<file path="config.mk">
export PLATFORM = sky130hd
export DESIGN_NAME = otter_dmem_arbiter
export DESIGN_NICKNAME = d
export VERILOG_FILES = /design/src/rtl/otter_dmem_arb_pkg.sv /design/src/rtl/otter_arb2_picker.sv /design/src/rtl/otter_dmem_arbiter.sv
export SDC_FILE = /design/constraint.sdc
export NUM_CORES = 1
export LEC_CHECK = 0
export ABC_CLOCK_PERIOD_IN_PS = 2100
export BUFFER_PORTS_ARGS = -buffer_cell sky130_fd_sc_hd__buf_4
export CAP_MARGIN = 0
export CORE_AREA = 2 2 121 123
export CTS_CLUSTER_SIZE = 10
export DETAILED_ROUTE_END_ITERATION = 12
export DIE_AREA = 0 0 123 125
export PLACE_DENSITY_LB_ADDON = 0.15
export RECOVER_POWER = 50
export SLEW_MARGIN = 10
export SYNTH_ARGS = -nofsm -noshare
export SYNTH_HDL_FRONTEND = slang
export SYNTH_SLANG_ARGS = --single-unit
</file>
<file path="constraint.sdc">
create_clock -name CLK -period 2.1 [get_ports CLK]
set_input_delay 0.21 -clock CLK [delete_from_list [all_inputs] [get_ports CLK]]
set_output_delay 0.21 -clock CLK [all_outputs]
set_load 0.01 [all_outputs]
</file>
<file path="src/rtl/otter_dmem_arb_pkg.sv">
// rtl/otter_dmem_arb_pkg.sv - shared types and constants for the OTTER data-port arbiter
//
// Contents:
//   arb_state_t  : arbiter FSM states (IDLE, RD_RESP)
//   req_id_t     : requester identity (REQ_M0 = CPU, REQ_M1 = loader/DMA)
//   SZ_*         : MEM_SIZE encodings
//   IO_BASE      : first address of the memory-mapped IO window
//   size_legal() : true for the three defined access sizes

package otter_dmem_arb_pkg;

    typedef enum logic {
        IDLE    = 1'b0,
        RD_RESP = 1'b1
    } arb_state_t;

    typedef enum logic {
        REQ_M0 = 1'b0,
        REQ_M1 = 1'b1
    } req_id_t;

    localparam logic [1:0]  SZ_BYTE = 2'd0;
    localparam logic [1:0]  SZ_HALF = 2'd1;
    localparam logic [1:0]  SZ_WORD = 2'd2;

    localparam logic [31:0] IO_BASE = 32'h1100_0000;

    function automatic logic size_legal(input logic [1:0] sz);
        return (sz == SZ_BYTE) || (sz == SZ_HALF) || (sz == SZ_WORD);
    endfunction

endpackage

</file>
<file path="src/rtl/otter_arb2_picker.sv">
// rtl/otter_arb2_picker.sv - two-way winner selection with round-robin or starvation-guarded priority
//
// Ports:
//   clk, rst      : clock, synchronous active-high reset
//   req[1:0]      : raw requests, bit 0 = M0, bit 1 = M1
//   grant_accept  : the current winner is actually granted this cycle
//   winner        : selected requester (combinational)
//   winner_valid  : at least one request is present
//
// FAIR = 1 : ties go to the requester that was not granted last.
// FAIR = 0 : M0 wins ties until M1 has waited STARVE_LIMIT cycles.

module otter_arb2_picker
    import otter_dmem_arb_pkg::*;
#(
    parameter bit FAIR         = 1'b1,
    parameter int STARVE_LIMIT = 8
) (
    input  logic       clk,
    input  logic       rst,
    input  logic [1:0] req,
    input  logic       grant_accept,
    output req_id_t    winner,
    output logic       winner_valid
);

    localparam int CW = $clog2(STARVE_LIMIT + 1);

    req_id_t       last_grant;
    logic [CW-1:0] starve_cnt;
    logic          starved;
    logic          m1_granted;

    assign starved    = (starve_cnt == CW'(STARVE_LIMIT));
    assign m1_granted = grant_accept && (winner == REQ_M1);

    always_comb begin
        winner       = REQ_M0;
        winner_valid = |req;
        if (req == 2'b10) begin
            winner = REQ_M1;
        end else if (req == 2'b11) begin
            if (FAIR) begin
                winner = (last_grant == REQ_M0) ? REQ_M1 : REQ_M0;
            end else begin
                winner = starved ? REQ_M1 : REQ_M0;
            end
        end
    end

    // The wait counter keeps running while the arbiter is busy returning
    // read data, so a waiting M1 also ages through response cycles.
    always_ff @(posedge clk) begin
        if (rst) begin
            last_grant <= REQ_M1;
            starve_cnt <= '0;
        end else begin
            if (grant_accept) begin
                last_grant <= winner;
            end
            if (!req[1] || m1_granted) begin
                starve_cnt <= '0;
            end else if (!starved) begin
                starve_cnt <= starve_cnt + CW'(1);
            end
        end
    end

endmodule

</file>
<file path="src/rtl/otter_dmem_arbiter.sv">
// rtl/otter_dmem_arbiter.sv - shares the OTTER memory data port between the CPU and a loader/DMA master
//
// Ports:
//   CLK, RST                          : clock, synchronous active-high reset
//   M0_* / M1_*                       : requester interfaces (REQ/ADDR/DIN/WE/SIZE/SIGN in,
//                                       GNT/RVALID/DOUT out); GNT is combinational
//   MEM_ADDR2/DIN2/WRITE2/READ2/SIZE/SIGN : drive the memory data port
//   MEM_DOUT2                         : sliced read data from the data port
//
// Stores complete in the grant cycle. Loads take the grant cycle plus one
// response cycle, during which the captured address/size/sign are replayed
// because the port slices its read data from those live inputs.

module otter_dmem_arbiter
    import otter_dmem_arb_pkg::*;
#(
    parameter bit FAIR         = 1'b1,
    parameter int STARVE_LIMIT = 8
) (
    input  logic        CLK,
    input  logic        RST,

    input  logic        M0_REQ,
    input  logic [31:0] M0_ADDR,
    input  logic [31:0] M0_DIN,
    input  logic        M0_WE,
    input  logic [1:0]  M0_SIZE,
    input  logic        M0_SIGN,
    output logic        M0_GNT,
    output logic        M0_RVALID,
    output logic [31:0] M0_DOUT,

    input  logic        M1_REQ,
    input  logic [31:0] M1_ADDR,
    input  logic [31:0] M1_DIN,
    input  logic        M1_WE,
    input  logic [1:0]  M1_SIZE,
    input  logic        M1_SIGN,
    output logic        M1_GNT,
    output logic        M1_RVALID,
    output logic [31:0] M1_DOUT,

    output logic [31:0] MEM_ADDR2,
    output logic [31:0] MEM_DIN2,
    output logic        MEM_WRITE2,
    output logic        MEM_READ2,
    output logic [1:0]  MEM_SIZE,
    output logic        MEM_SIGN,
    input  logic [31:0] MEM_DOUT2
);

    arb_state_t  state;
    req_id_t     rd_owner_q;
    logic [31:0] rd_addr_q;
    logic [1:0]  rd_size_q;
    logic        rd_sign_q;

    req_id_t     winner;
    logic        winner_valid;
    logic        grant;

    logic [31:0] win_addr;
    logic [31:0] win_din;
    logic        win_we;
    logic [1:0]  win_size;
    logic        win_sign;

    // Reset outranks every request, including one already waiting.
    assign grant = !RST && (state == IDLE) && winner_valid;

    otter_arb2_picker #(
        .FAIR         (FAIR),
        .STARVE_LIMIT (STARVE_LIMIT)
    ) u_picker (
        .clk          (CLK),
        .rst          (RST),
        .req          ({M1_REQ, M0_REQ}),
        .grant_accept (grant),
        .winner       (winner),
        .winner_valid (winner_valid)
    );

    always_comb begin
        if (winner == REQ_M1) begin
            win_addr = M1_ADDR;
            win_din  = M1_DIN;
            win_we   = M1_WE;
            win_size = M1_SIZE;
            win_sign = M1_SIGN;
        end else begin
            win_addr = M0_ADDR;
            win_din  = M0_DIN;
            win_we   = M0_WE;
            win_size = M0_SIZE;
            win_sign = M0_SIGN;
        end
    end

    always_comb begin
        M0_GNT     = 1'b0;
        M1_GNT     = 1'b0;
        M0_RVALID  = 1'b0;
        M1_RVALID  = 1'b0;
        M0_DOUT    = '0;
        M1_DOUT    = '0;
        MEM_ADDR2  = '0;
        MEM_DIN2   = '0;
        MEM_WRITE2 = 1'b0;
        MEM_READ2  = 1'b0;
        MEM_SIZE   = '0;
        MEM_SIGN   = 1'b0;
        if (!RST) begin
            if (state == IDLE) begin
                if (winner_valid) begin
                    M0_GNT     = (winner == REQ_M0);
                    M1_GNT     = (winner == REQ_M1);
                    MEM_ADDR2  = win_addr;
                    MEM_DIN2   = win_din;
                    MEM_SIZE   = win_size;
                    MEM_SIGN   = win_sign;
                    MEM_WRITE2 = win_we;
                    MEM_READ2  = !win_we;
                end
            end else begin
                // Response cycle: hold the load's address/size/sign so the
                // port's combinational slicer produces the owner's data.
                MEM_ADDR2 = rd_addr_q;
                MEM_SIZE  = rd_size_q;
                MEM_SIGN  = rd_sign_q;
                if (rd_owner_q == REQ_M0) begin
                    M0_RVALID = 1'b1;
                    M0_DOUT   = MEM_DOUT2;
                end else begin
                    M1_RVALID = 1'b1;
                    M1_DOUT   = MEM_DOUT2;
                end
            end
        end
    end

    always_ff @(posedge CLK) begin
        if (RST) begin
            state      <= IDLE;
            rd_owner_q <= REQ_M0;
            rd_addr_q  <= '0;
            rd_size_q  <= '0;
            rd_sign_q  <= 1'b0;
        end else begin
            case (state)
                IDLE: begin
                    if (grant && !win_we) begin
                        state      <= RD_RESP;
                        rd_owner_q <= winner;
                        rd_addr_q  <= win_addr;
                        rd_size_q  <= win_size;
                        rd_sign_q  <= win_sign;
                    end
                end
                RD_RESP: begin
                    state <= IDLE;
                end
                default: begin
                    state <= IDLE;
                end
            endcase
        end
    end

    // Requester handshake rules: a pending request is neither withdrawn nor
    // altered until it is granted.
    a_m0_req_held: assert property (@(posedge CLK) disable iff (RST)
        (M0_REQ && !M0_GNT) |=> M0_REQ);
    a_m0_fields_stable: assert property (@(posedge CLK) disable iff (RST)
        (M0_REQ && !M0_GNT) |=> $stable({M0_ADDR, M0_DIN, M0_WE, M0_SIZE, M0_SIGN}));
    a_m0_size: assert property (@(posedge CLK) disable iff (RST)
        M0_REQ |-> size_legal(M0_SIZE));

    a_m1_req_held: assert property (@(posedge CLK) disable iff (RST)
        (M1_REQ && !M1_GNT) |=> M1_REQ);
    a_m1_fields_stable: assert property (@(posedge CLK) disable iff (RST)
        (M1_REQ && !M1_GNT) |=> $stable({M1_ADDR, M1_DIN, M1_WE, M1_SIZE, M1_SIGN}));
    a_m1_size: assert property (@(posedge CLK) disable iff (RST)
        M1_REQ |-> size_legal(M1_SIZE));

    // IO-window loads take the same path; the data port does the redirect.
    c_io_read: cover property (@(posedge CLK) disable iff (RST)
        (state == RD_RESP) && (rd_addr_q >= IO_BASE));

endmodule

</file>
==> out/metrics.yaml <==
route:
  drtIter0Drc: 162
  dr.pass1.iters: 4
  drc: 0
  route.vias.total: 4133
  antenna_left: 0
  wl_per_cell_um: 17.2
  drt-total-wl_mm: 14.6
  viasPerCell: 4.86
synth:
  synth_top_area_share_pct: 23.2
  synth_edf_count: 0
  syn_nets: 552
  ys_seq_area_share_pct: 23.2
  syn_area_per_cell_sq_um: 8.63
  synth_ff_type: "dfxtp_1"
  yosys-top-cells-count: "38 x dfxtp_1, 37 x o21ai_0, 36 x mux2i_1"
  synth-seq-cells: 38
  ys_types: 25
  synth_area_leaders: "dfxtp_1 23%, a2bb2oi_2 13%, mux2i_1 11%"
  netlist.top_cell.by_area: "dfxtp_1"
  synth_cells: 380
  netlist_area_sq_mm: 0.00328
  synth.most_common_cell: "dfxtp_1"
  yosysWarnings: 0
  ys_async_sr_fraction_pct: 0
power_and_ir_drop:
  leakagePower_nw: 2.83
  vdd_drop_max_mv: 0.298
  power_density_mw_per_mm2: 486
timing:
  finalSetupTns_ns: 0
  fin_skew_ns: 0.00420
  final_max_slew_viol_count: 0
  fin_crit_ns: 1.86
  worst_slew_pin_slew_ns: 0.502
  final-setup-viol-count: 0
  fmax_mhz: 538
  max_slew_margin_pct: 66.6
  fin_crit_sh_pct: 88.5
  rsz0062_at_grt: "no"
  hold_violations: 0
  fin_ws_ns: 0.241
die:
  die_area_sq_mm: 0.0154
  rows: 44
  initial_utilization_pct: 23.1
  pin_count: 309
  die_y_um: 125
  core_sq_mm: 0.0142
  die_w_um: 123
placed_design:
  dp_cells: 844
  dp_hpwl_mm: 11.9
  numPortBuffers: 308
  gp_congestion: 0.876
  dp_worst_setup_slack_ns: 0.442
global_route:
  grt_use_total_pct: 17.8
  grt_start_max_net_pins: 40
  grt_pass1_vias: 4103
  antenna_found_initial: 0
  overflow: 0
  grt_pass1_wl_mm: 21.8
clock_tree:
  clock_path_buffers: 2
  insertion_delay_ns: 0.28
  clock_sinks: 38
  cts_made_buffers: 5
  clkTransAtPathRegs_ns: 0.05
  ctsHoldBuffers: 0
  ctsResizeCount: 0
  root_buffer: "clkbuf_16"
  tritoncts: "done"
  h-tree-depth: 2
  post-cts-setup-buffers: 0
worst_setup_path:
  worstPathCellList: "clkbuf_1 > nor3_2 > buf_12 > a22o_1 > buf_4"
  crit_buf_inv: 3
  r2r_slack_ns: 0.27
  crit_family: "buffers and inverters"
  crit_type: "reg2out"
  r2r-start: "u_picker.last_grant$_SDFFE_PP1P_"
  cp_slowest_cell: "dfxtp_1"
  cp.required_ns: 1.89
  cp_slowest_stage_delay_ns: 0.35
  crit_arrival_ns: 1.65
  r2r-end: "rd_addr_q[7]$_SDFFE_PP0P_"
  end_kind: "primary output"
  critPathMaxFanout: 33
  rr_worst_depth: 5
  cp-start-kind: "flip-flop"
finish:
  post-route-util_pct: 40.1
  area_growth_pct: 73.6
  fillers: 1524
  diodes: 0
  final_nets: 839
  layout-drive-gt1-share_pct: 45.4
  multiInputGateArea_sq_mm: 0.00218
  register_area_sq_um: 761
  instances_no_fill: 851
min_path:
  worstHoldEndpoint: "state$_SDFF_PP0_"
  hold_class: "in2reg"
  hold_depth: 2
  hp-start: "M0_WE"
outcome:
  status: "finished clean"
flow_run:
  drv_cap: 0
## how the worst max path moves through the flow
stage | start | end | slack (ns) | depth (start not counted)
floorplan | state$_SDFF_PP0_ | M0_DOUT[22] | 0.40 | 5
finish | state$_SDFF_PP0_ | MEM_DIN2[3] | 0.24 | 5
global route | u_picker.last_grant$_SDFFE_PP1P_ | rd_addr_q[7]$_SDFFE_PP0P_ | 0.09 | 5
CTS | u_picker.last_grant$_SDFFE_PP1P_ | MEM_READ2 | 0.25 | 4
global placement | u_picker.last_grant$_SDFFE_PP1P_ | rd_addr_q[19]$_SDFFE_PP0P_ | 0.49 | 5
detailed placement | u_picker.last_grant$_SDFFE_PP1P_ | rd_addr_q[15]$_SDFFE_PP0P_ | 0.44 | 5
## cells by family (layout without fill, tap and decap cells)
family	count (synthesis)	count (layout)	synth area share, %
AO/OA/AOI/OAI	148	148	41.2
buffers and inverters	49	336	6.71
flip-flops	38	38	23.2
multiplexers	36	36	11.0
AND/OR/NAND/NOR	109	109	17.9
## registers in the layout, summed over array words and instances, names as in the netlist
register             flops
rd_addr_q               32
rd_size_q                2
rd_owner_q               1
rd_sign_q                1
state                    1
u_picker.last_grant      1
## cell type report
type | instances | share of cell area [%]
Inverter | 2 | 0.132
Multi-Input combinational cell | 293 | 38.3
Sequential cell | 38 | 13.4
Tap cell | 184 | 4.04
Clock buffer | 6 | 2.44
Clock inverter | 1 | 0.527
Timing Repair Buffer | 327 | 41.2
## placed cells by master, fill, tap and decap left out, drive strengths merged
cell / instances
buf: 284
clkbuf: 49
o21ai: 39
dfxtp: 38
mux2i: 36
a2bb2oi: 36
nand2: 35
o221ai: 35
and3: 33
and2: 33
a22o: 32
nor2b: 3
nor2: 2
nand2b: 2
inv: 2
o211ai: 2
a2111oi: 2
a21bo: 1
nor3: 1
a21oi: 1
bufinv: 1
## power breakdown
group | switching (mW) | internal [mW]
logic | 0.482 | 0.590
registers | 0.0476 | 0.804
clock network | 0.262 | 0.585
total | 0.791 | 1.98
## per-layer routing
metal	global-route usage [%]	share of wire [%]
met5	0	0
met1	20.9	41
met3	3.65	7.2
met4	2.67	0.61
met2	33.5	52
## through the flow
| stage | hold WS, ns | total power [mW] | instance area, sq um |
|---|---|---|---|
| final | 0.192 | 2.77 | 5690 |
| after global routing | 0.201 | 2.92 | 5690 |
| after CTS | 0.187 | 2.88 | 6000 |
| after detailed placement | 0.479 | 2.02 | 5830 |
| after global placement | 0.478 | 2.00 | 5830 |
| after floorplan | 0.300 | 1.42 | 3280 |
(Power assumes the default switching activity.)
